--- src/rtl/sisc_pkg.sv ---
// Shared SISC definitions: opcodes, addressing mode, IR field layout and fetch state encoding.
package sisc_pkg;

  localparam logic [3:0] OP_NOOP   = 4'd0;
  localparam logic [3:0] OP_LOD    = 4'd1;
  localparam logic [3:0] OP_STR    = 4'd2;
  localparam logic [3:0] OP_SWP    = 4'd3;
  localparam logic [3:0] OP_BRA    = 4'd4;
  localparam logic [3:0] OP_BRR    = 4'd5;
  localparam logic [3:0] OP_BNE    = 4'd6;
  localparam logic [3:0] OP_BNR    = 4'd7;
  localparam logic [3:0] OP_ALU_OP = 4'd8;
  localparam logic [3:0] OP_HLT    = 4'd15;

  localparam logic [3:0] AM_IMM = 4'd8;

  localparam int IR_W        = 32;
  localparam int FIELD_W     = 4;
  localparam int IMM_W       = 16;
  localparam int IR_OPCODE_LSB = 28;
  localparam int IR_MM_LSB     = 24;
  localparam int IR_RD_LSB     = 20;
  localparam int IR_RS_LSB     = 16;
  localparam int IR_RT_LSB     = 12;
  localparam int IR_IMM_LSB    = 0;

  typedef enum logic [1:0] {
    ST_IDLE = 2'd0,
    ST_WAIT = 2'd1,
    ST_DONE = 2'd2
  } fetch_state_t;

  function automatic logic [FIELD_W-1:0] ir_field(input logic [IR_W-1:0] ir, input int lsb);
    return ir[lsb +: FIELD_W];
  endfunction

endpackage

--- src/rtl/sisc_pc_next.sv ---
// Combinational next-PC selection: sequential increment, PC-relative branch or absolute branch.
module sisc_pc_next
  import sisc_pkg::*;
#(
  parameter int PC_W = 16
) (
  input  logic [PC_W-1:0]  i_pc,
  input  logic [IMM_W-1:0] i_imm,
  input  logic             i_pc_sel,
  input  logic             i_br_sel,
  output logic [PC_W-1:0]  o_pc_inc,
  output logic [PC_W-1:0]  o_pc_next
);

  logic [PC_W-1:0] w_imm;

  // The immediate is resized to the PC width so relative targets wrap naturally.
  assign w_imm    = PC_W'(i_imm);
  assign o_pc_inc = i_pc + PC_W'(1);

  always_comb begin
    o_pc_next = o_pc_inc;
    if (i_pc_sel) begin
      o_pc_next = i_br_sel ? w_imm : (i_pc + w_imm);
    end
  end

endmodule

--- src/rtl/sisc_fetch.sv ---
// SISC instruction fetch unit: PC/IR registers, handshaked imem read with timeout, IR field decode.
module sisc_fetch
  import sisc_pkg::*;
#(
  parameter int              PC_W     = 16,
  parameter logic [PC_W-1:0] RESET_PC = '0,
  parameter int              TIMEOUT  = 15
) (
  input  logic              clk,
  input  logic              rst_f,
  input  logic              fetch_req,
  input  logic              pc_write,
  input  logic              pc_sel,
  input  logic              br_sel,
  output logic              imem_rd,
  output logic [PC_W-1:0]   imem_addr,
  input  logic [IR_W-1:0]   imem_rdata,
  input  logic              imem_rdy,
  output logic [3:0]        opcode,
  output logic [3:0]        mm,
  output logic [3:0]        rd,
  output logic [3:0]        rs,
  output logic [3:0]        rt,
  output logic [IMM_W-1:0]  imm,
  output logic [PC_W-1:0]   pc_out,
  output logic              fetch_done,
  output logic              fetch_err,
  output logic              halted
);

  localparam logic [7:0] CNT_LAST = 8'(TIMEOUT - 1);

  fetch_state_t    r_state, w_state_nxt;
  logic [PC_W-1:0] r_pc, w_pc_nxt;
  logic [IR_W-1:0] r_ir, w_ir_nxt;
  logic            r_imem_rd, w_imem_rd_nxt;
  logic [PC_W-1:0] r_imem_addr, w_imem_addr_nxt;
  logic [7:0]      r_cnt, w_cnt_nxt;
  logic            r_err, w_err_nxt;
  logic            r_halted, w_halted_nxt;
  logic [PC_W-1:0] w_pc_inc, w_pc_branch;

  sisc_pc_next #(.PC_W(PC_W)) u_pc_next (
    .i_pc      (r_pc),
    .i_imm     (r_ir[IR_IMM_LSB +: IMM_W]),
    .i_pc_sel  (pc_sel),
    .i_br_sel  (br_sel),
    .o_pc_inc  (w_pc_inc),
    .o_pc_next (w_pc_branch)
  );

  always_ff @(posedge clk or negedge rst_f) begin
    if (!rst_f) begin
      r_state     <= ST_IDLE;
      r_pc        <= RESET_PC;
      r_ir        <= '0;
      r_imem_rd   <= 1'b0;
      r_imem_addr <= RESET_PC;
      r_cnt       <= '0;
      r_err       <= 1'b0;
      r_halted    <= 1'b0;
    end else begin
      r_state     <= w_state_nxt;
      r_pc        <= w_pc_nxt;
      r_ir        <= w_ir_nxt;
      r_imem_rd   <= w_imem_rd_nxt;
      r_imem_addr <= w_imem_addr_nxt;
      r_cnt       <= w_cnt_nxt;
      r_err       <= w_err_nxt;
      r_halted    <= w_halted_nxt;
    end
  end

  // A PC write in IDLE takes priority; the control FSM keeps fetch_req high so the fetch uses the new PC.
  always_comb begin
    w_state_nxt     = r_state;
    w_pc_nxt        = r_pc;
    w_ir_nxt        = r_ir;
    w_imem_rd_nxt   = r_imem_rd;
    w_imem_addr_nxt = r_imem_addr;
    w_cnt_nxt       = r_cnt;
    w_err_nxt       = r_err;
    w_halted_nxt    = r_halted;
    case (r_state)
      ST_IDLE: begin
        if (pc_write) begin
          w_pc_nxt = w_pc_branch;
        end else if (fetch_req && !r_halted) begin
          w_state_nxt     = ST_WAIT;
          w_imem_rd_nxt   = 1'b1;
          w_imem_addr_nxt = r_pc;
          w_cnt_nxt       = '0;
        end
      end
      ST_WAIT: begin
        if (imem_rdy) begin
          w_ir_nxt      = imem_rdata;
          w_pc_nxt      = w_pc_inc;
          w_imem_rd_nxt = 1'b0;
          w_state_nxt   = ST_DONE;
          if (ir_field(imem_rdata, IR_OPCODE_LSB) == OP_HLT) begin
            w_halted_nxt = 1'b1;
          end
        end else if (r_cnt == CNT_LAST) begin
          w_err_nxt     = 1'b1;
          w_imem_rd_nxt = 1'b0;
          w_ir_nxt      = '0;
          w_state_nxt   = ST_DONE;
        end else begin
          w_cnt_nxt = r_cnt + 8'd1;
        end
      end
      ST_DONE: begin
        w_state_nxt = ST_IDLE;
      end
      default: begin
        w_state_nxt = ST_IDLE;
      end
    endcase
  end

  assign imem_rd    = r_imem_rd;
  assign imem_addr  = r_imem_addr;
  assign opcode     = ir_field(r_ir, IR_OPCODE_LSB);
  assign mm         = ir_field(r_ir, IR_MM_LSB);
  assign rd         = ir_field(r_ir, IR_RD_LSB);
  assign rs         = ir_field(r_ir, IR_RS_LSB);
  assign rt         = ir_field(r_ir, IR_RT_LSB);
  assign imm        = r_ir[IR_IMM_LSB +: IMM_W];
  assign pc_out     = r_pc;
  assign fetch_done = (r_state == ST_DONE);
  assign fetch_err  = r_err;
  assign halted     = r_halted;

endmodule

--- config.mk ---
export PLATFORM = sky130hd
export DESIGN_NAME = sisc_fetch
export DESIGN_NICKNAME = d
export VERILOG_FILES = /design/src/rtl/sisc_pkg.sv /design/src/rtl/sisc_pc_next.sv /design/src/rtl/sisc_fetch.sv
export SDC_FILE = /design/constraint.sdc
export NUM_CORES = 1
export LEC_CHECK = 0
export BUFFER_PORTS_ARGS = -buffer_cell sky130_fd_sc_hd__buf_4
export CORE_MARGIN = 2
export CORE_UTILIZATION = 54
export DETAILED_ROUTE_END_ITERATION = 6
export PLACE_DENSITY = 0.81
export SYNTH_ARGS = -nofsm -noshare
export SYNTH_HDL_FRONTEND = slang
export SYNTH_HIERARCHICAL = 1
export SYNTH_SLANG_ARGS = --single-unit
--- constraint.sdc ---
create_clock -name clk -period 3.5 [get_ports clk]
set_input_delay 0.525 -clock clk [delete_from_list [all_inputs] [get_ports clk]]
set_output_delay 0.525 -clock clk [all_outputs]
set_load 0.005 [all_outputs]
==> flow_summary.yaml, run 1 <==
run:
  maxCapViolCount: 0
cts:
  htree_num_levels: 3
  cts.sinks: 77
  cts_tree: "built"
  cts_resized: 0
  cts_buffers: 9
  root_buffer: "clkbuf_8"
  max-clock-path-buffers: 2
  clk_pin_slew_ps: 80
  post_cts_buffers: 0
  clk-insertion-delay-late_ps: 360
  cts_hold_buf: 0
worst_setup_path:
  cp_max_fo: 9
  cp_slowest_cell: "dfrtp_1"
  criticalPathCategory: "reg2reg"
  crit_buf_inv: 0
  cp-endpoint: "pc_out[10]$_DFFE_PN0P_"
  startpoint_type: "flip-flop"
  reg2regPathDepth: 10
  cp-startpoint: "pc_out[0]$_DFFE_PN0P_"
  slowest_delay_ps: 480
  r2r_setup_slack_ps: 740
  path_cells: "ha_1 -> fa_1 -> a21oi_1 -> a2bb2oi_2 -> nor2_1 -> or3_1 -> a31o_1 -> o21a_1 -> mux2i_1 -> o21ai_0"
  r2r-end: "pc_out[10]$_DFFE_PN0P_"
  cp-end-kind: "flip-flop"
  cp.depth: 10
  required_ps: 3710
  critPathTopFamily: "compound AO/OA/AOI/OAI gates"
  r2r_start: "pc_out[0]$_DFFE_PN0P_"
  crit_arrival_ps: 2970
logic_synthesis:
  synth.most_common_cell: "dfrtp_1"
  synth.net_count: 503
  synth_top_area_frac: 0.426
  synth-main-ff-cell: "dfrtp_1"
  synth_edf_count: 0
  yosysTopAreaCell: "dfrtp_1"
  yosys_register_bits: 77
  synth_cell_type_count: 67
  netlist_instances: 445
  post_synth_main_area_contributors: "dfrtp_1 43%, a22o_1 6.2%, ha_1 5.0%, mux2i_1 4.9%, mux2_2 4.0%"
  yosysSeqAreaShare: 0.426
  ys_top_cells_by_count: "77 x dfrtp_1, 41 x nand2_1, 32 x a22o_1, 27 x nor2_1"
  synth.avg_cell_area_um2: 10.2
  netlist_area_um2: 4520
  ys_warn_count: 6
  async_flop_share: 1.00
power_and_ir_drop:
  internal-power_mw: 2.95
  switchingPower_mw: 2.03
  seqPwrFrac: 0.348
  power.density_nw_per_um2: 893
  combPwrFrac: 0.512
  swShare: 0.407
  peakVddDrop_mv: 0.411
  finalPower_mw: 4.98
  p_clk_frac: 0.139
  p_leak_nw: 2.68
sta:
  fin_ws_ps: 739
  drv_slew: 0
  worst_slew_pin_slew_ps: 966
  setup_viol: 0
  min_period_ps: 2760
  period_share: 0.789
  fmax_mhz: 362
  rsz0062_at_grt: "false"
  totalNegativeSetupSlack_ps: 0
  timing.slew.headroom: 0.356
  hold_violations: 0
  clock_skew_ps: 15.8
die:
  fp-row-count: 33
  dieHeight_um: 95.5
  core_um2: 8180
  initial_core_util: 0.553
  die_area_um2: 9110
  io_pins: 111
  die_w_um: 95.5
place:
  place_congestion: 0.853
  pre_cts_ws_ps: 782
  io_buffers: 110
  hpwlAfterDp_um: 8030
route:
  dr.max_layer_used: "met4"
  wl_met1_um: 5220
  wl_met3_um: 559
  viasPerCell: 5.94
  vias: 3871
  routedWlPerCell_um: 17.2
  wl_um: 11200
  drtAntennaViolNets: 0
  drc: 0
  dr.pass1.iters: 5
  wl_met2_um: 5270
  drtIter0Drc: 307
final_layout:
  utilization: 0.682
  drive_gt1_frac: 0.305
  area_delta_synth_final_pct: 23.4
  n_antenna_cell: 0
  nFillCells: 641
  final_nets: 600
grt:
  grt_pass1_vias: 3683
  grt_usage: 0.255
  grt-ovfl-total: 0
  grt_antenna_before_repair: 0
  grt_pass1_wl_um: 18200
  grt_max_degree: 78
outcome:
  status: "completed"
hold_path:
  hp-class: "in2async"
==> worst min-delay path by stage <==
stage                            end  cells past startpoint  slack (ps)
3_5_place_dp     imem_rd$_DFFE_PN0P_                      1         470
3_3_place_gp   fetch_err$_DFFE_PN0P_                      1         450
6_report         r_ir[9]$_DFFE_PN0P_                      1         300
4_1_cts          r_ir[9]$_DFFE_PN0P_                      1         350
2_1_floorplan  fetch_err$_DFFE_PN0P_                      0         230
5_1_grt         r_ir[12]$_DFFE_PN0P_                      2         380
==> logic make-up after synthesis <==
| logic type | Yosys count | share of synthesized area |
|---|---|---|
| compound gates | 128 | 0.207 |
| xor+xnor | 23 | 0.0446 |
| mux | 38 | 0.0886 |
| fa+ha+maj | 19 | 0.0543 |
| buf+inv | 37 | 0.0371 |
| simple gates | 123 | 0.142 |
| flops | 77 | 0.426 |
==> cells in the final DEF, fill, tap and decap left out, types with 3 or more instances in the layout <==
cell	n
nand2_1	41
nor3_1	7
a22o_1	32
and3_1	7
nor2_1	26
nand4_1	4
clkbuf_8	10
o21ai_0	22
mux2i_1	22
dfrtp_1	77
o21ai_1	4
a21o_1	10
a31oi_1	8
inv_1	8
mux2_2	16
o21a_1	3
buf_4	114
nand3_1	15
ha_1	18
a21oi_1	17
o211ai_1	3
xnor2_1	14
xor2_1	9
o22ai_1	5
==> per-layer routing <==
metal,global-route usage,vias up
li1,-,1833
met3,0.0451,15
met5,0,-
met2,0.373,138
met1,0.377,1885
met4,0.0940,0
==> power by group through the flow <==
stage | clock network [mW] | logic, mW | registers (mW)
2_1_floorplan | 0 | 1.59 | 1.63
3_3_place_gp | 0 | 2.45 | 1.71
3_5_place_dp | 0 | 2.52 | 1.74
4_1_cts | 0.704 | 2.53 | 1.73
5_1_grt | 0.750 | 2.82 | 1.80
6_report | 0.693 | 2.55 | 1.73
==> sequential cells by signal, indices dropped and copies added (netlist names) <==
register and flops:
r_ir 32, imem_addr 16, pc_out 16, r_cnt 8, r_state 2, fetch_err 1, halted 1, imem_rd 1
==> metrics by stage <==
step                instances  instance area, µm²  hold WS (ps)
global route              652                5570           382
CTS                       652                5570           347
floorplan                 445                4520           229
global placement          636                5370           446
detailed placement        636                5370           473
finish                    652                5570           300
==> final cells by class <==
class	count	area, µm²	share of cell area
multi-input cells	331	2430	0.435
repair buffers	114	856	0.154
flip-flops and latches	77	1930	0.346
inverters	9	33.8	0.00606
clock inverters	5	58.8	0.0105
well taps	105	131	0.0236
clock buffers	11	141	0.0254
(Power assumes the default switching activity.)
==> run 2, diff against run 1 <==
--- a/config.mk
+++ b/config.mk
@@ -5,9 +5,10 @@
 export SDC_FILE = /design/constraint.sdc
 export NUM_CORES = 1
 export LEC_CHECK = 0
+export ABC_AREA = 1
 export BUFFER_PORTS_ARGS = -buffer_cell sky130_fd_sc_hd__buf_4
 export CORE_MARGIN = 2
-export CORE_UTILIZATION = 54
+export CORE_UTILIZATION = 55
 export DETAILED_ROUTE_END_ITERATION = 6
 export PLACE_DENSITY = 0.81
 export SYNTH_ARGS = -nofsm -noshare
==> constraint.sdc (replaced) <==
create_clock -name clk -period 2.6 [get_ports clk]
set_input_delay 0.39 -clock clk [delete_from_list [all_inputs] [get_ports clk]]
set_output_delay 0.39 -clock clk [all_outputs]
set_load 0.005 [all_outputs]
==> flow_summary.yaml, run 2 <==
cts:
  cts.sinks: 77
  clk-insertion-delay-late_ps: 360
  cts_hold_buf: 0
  cts_resized: 0
  root_buffer: "clkbuf_8"
  cts_buffers: 9
  clk_pin_slew_ps: 90
  max-clock-path-buffers: 2
  htree_num_levels: 3
  post_cts_buffers: 0
  cts_tree: "built"
logic_synthesis:
  netlist_instances: 718
  synth_top_area_frac: 0.380
  netlist_area_um2: 5070
  synth_cell_type_count: 44
  synth.most_common_cell: "nand2_1"
  yosysTopAreaCell: "dfrtp_1"
  synth_edf_count: 0
  async_flop_share: 1.00
  synth.avg_cell_area_um2: 7.07
  yosysSeqAreaShare: 0.380
  post_synth_main_area_contributors: "dfrtp_1 38%, nand2_1 20%, nand3_1 8.2%, inv_1 4.7%, nor2_1 4.5%"
  ys_top_cells_by_count: "266 x nand2_1, 83 x nand3_1, 77 x dfrtp_1, 64 x inv_1, 61 x nor2_1"
  ys_warn_count: 6
  synth-main-ff-cell: "dfrtp_1"
  synth.net_count: 776
  yosys_register_bits: 77
route:
  routedWlPerCell_um: 14.0
  wl_um: 13000
  viasPerCell: 5.37
  vias: 5021
  drtIter0Drc: 280
  dr.pass1.iters: 6
  drtAntennaViolNets: 0
  drc: 0
worst_setup_path:
  required_ps: 2830
  path_cells: "ha_1 -> fa_1 -> nand2_1 -> nand2_1 -> nand3_1 -> nand2_1 -> nand2_1 -> nand2_1 -> nand2_1 -> nand2_1 -> o21ai_0 -> nand2_1 -> nand2_1 -> a31oi_1"
  cp_max_fo: 8
  crit_arrival_ps: 2510
  startpoint_type: "flip-flop"
  cp_common_cell: "nand2_1"
  crit_buf_inv: 0
  cp-end-kind: "flip-flop"
  critPathTopFamily: "simple AND/OR/NAND/NOR gates"
  cp_slowest_cell: "dfrtp_1"
  r2r_setup_slack_ps: 320
  slowest_delay_ps: 480
  criticalPathCategory: "reg2reg"
grt:
  grt_antenna_before_repair: 0
  grt_max_degree: 48
  grt_usage: 0.267
  grt_pass1_wl_um: 21500
  grt_pass1_vias: 4558
  grt-ovfl-total: 0
run:
  maxCapViolCount: 0
final_layout:
  fin_area_um2: 6180
  final_nets: 877
  final_cells: 935
  drive_gt1_frac: 0.209
  largest_register_ffs: 32
  n_antenna_cell: 0
  top_register: "r_ir"
  area_delta_synth_final_pct: 21.8
  layout_commonest_cell: "nand2_1"
  nFillCells: 780
  layout_common_cells: "266 x nand2_1, 118 x buf_4, 83 x nand3_1"
place:
  pre_cts_ws_ps: 384
  place_inst: 919
  dpl_cell_area_um2: 5960
  place_congestion: 0.925
  io_buffers: 110
  hpwlAfterDp_um: 9610
power_and_ir_drop:
  p_leak_nw: 3.49
  power.density_nw_per_um2: 468
  peakVddDrop_mv: 0.282
die:
  io_pins: 111
  dieHeight_um: 100
  fp-row-count: 35
  initial_core_util: 0.557
  core_um2: 9110
  die_w_um: 100
  die_area_um2: 10000
sta:
  drv_slew: 0
  hold_violations: 0
  timing.slew.headroom: 0.413
  totalNegativeSetupSlack_ps: 0
  clock_skew_ps: 13.0
  fmax_mhz: 439
  worst_slew_pin_slew_ps: 879
  fin_ws_ps: 323
  period_share: 0.876
  min_period_ps: 2280
  rsz0062_at_grt: "false"
  setup_viol: 0
hold_path:
  hp-class: "in2async"
outcome:
  status: "completed"
-- run 2: worst reg2reg max path, delay by kind of cell, from the launching register on --
kind                     cells  cell delay (ps)
flip-flops                   1              480
AO/OA/AOI/OAI                2              260
AND/OR/NAND/NOR             10              720
adder cells (fa/ha/maj)      2              690
-- run 2: final timing paths --
kind | to | cells after the start | start
min | r_cnt[4]$_DFFE_PN0P_ | 1 | rst_f
max reg2reg | pc_out[10]$_DFFE_PN0P_ | 14 | pc_out[0]$_DFFE_PN0P_
min in group clk | r_ir[27]$_DFFE_PN0P_ | 3 | imem_rdata[27]
max | pc_out[10]$_DFFE_PN0P_ | 14 | pc_out[0]$_DFFE_PN0P_
max in group asynchronous | r_ir[8]$_DFFE_PN0P_ | 2 | rst_f
min reg2reg | imem_rd$_DFFE_PN0P_ | 2 | imem_rd$_DFFE_PN0P_
-- run 2: metal layers --
metal | part of all wire | GRT usage
met1 | 0.46 | 0.384
met2 | 0.46 | 0.414
met3 | 0.066 | 0.0481
met4 | 0.015 | 0.0832
met5 | 0 | 0
-- run 2: layout make-up --
class	count	area [µm²]	area share
Clock buffer	9	124	0.0200
Tap cell	111	139	0.0225
Inverter	66	249	0.0403
Clock inverter	7	96.3	0.0156
Timing Repair Buffer	119	906	0.146
Multi-Input combinational cell	546	2740	0.444
Sequential cell	77	1930	0.312
-- run 2: cell families after synthesis --
logic type | share of synthesized area
simple gates | 0.389
buf+inv | 0.0799
flops | 0.380
compound gates | 0.0710
fa+ha+maj | 0.0483
xor+xnor | 0.0323
-- run 2: where the power goes --
part / internal [mW] / leakage (nW) / switching, mW
sequential: 1.23 / 1.03 / 0.0904
combinational: 0.234 / 2.35 / 0.310
clock: 0.546 / 0.114 / 0.481
total: 2.01 / 3.49 / 0.881
-- run 2: stage by stage --
step	total power, mW	util	hold WS, ps
final	2.89	0.679	27.3
after global placement	1.86	0.655	437
after global routing	3.03	0.679	75.9
after detailed placement	1.88	0.655	451
after CTS	2.89	0.679	59.4
after floorplan	1.64	-	94.4
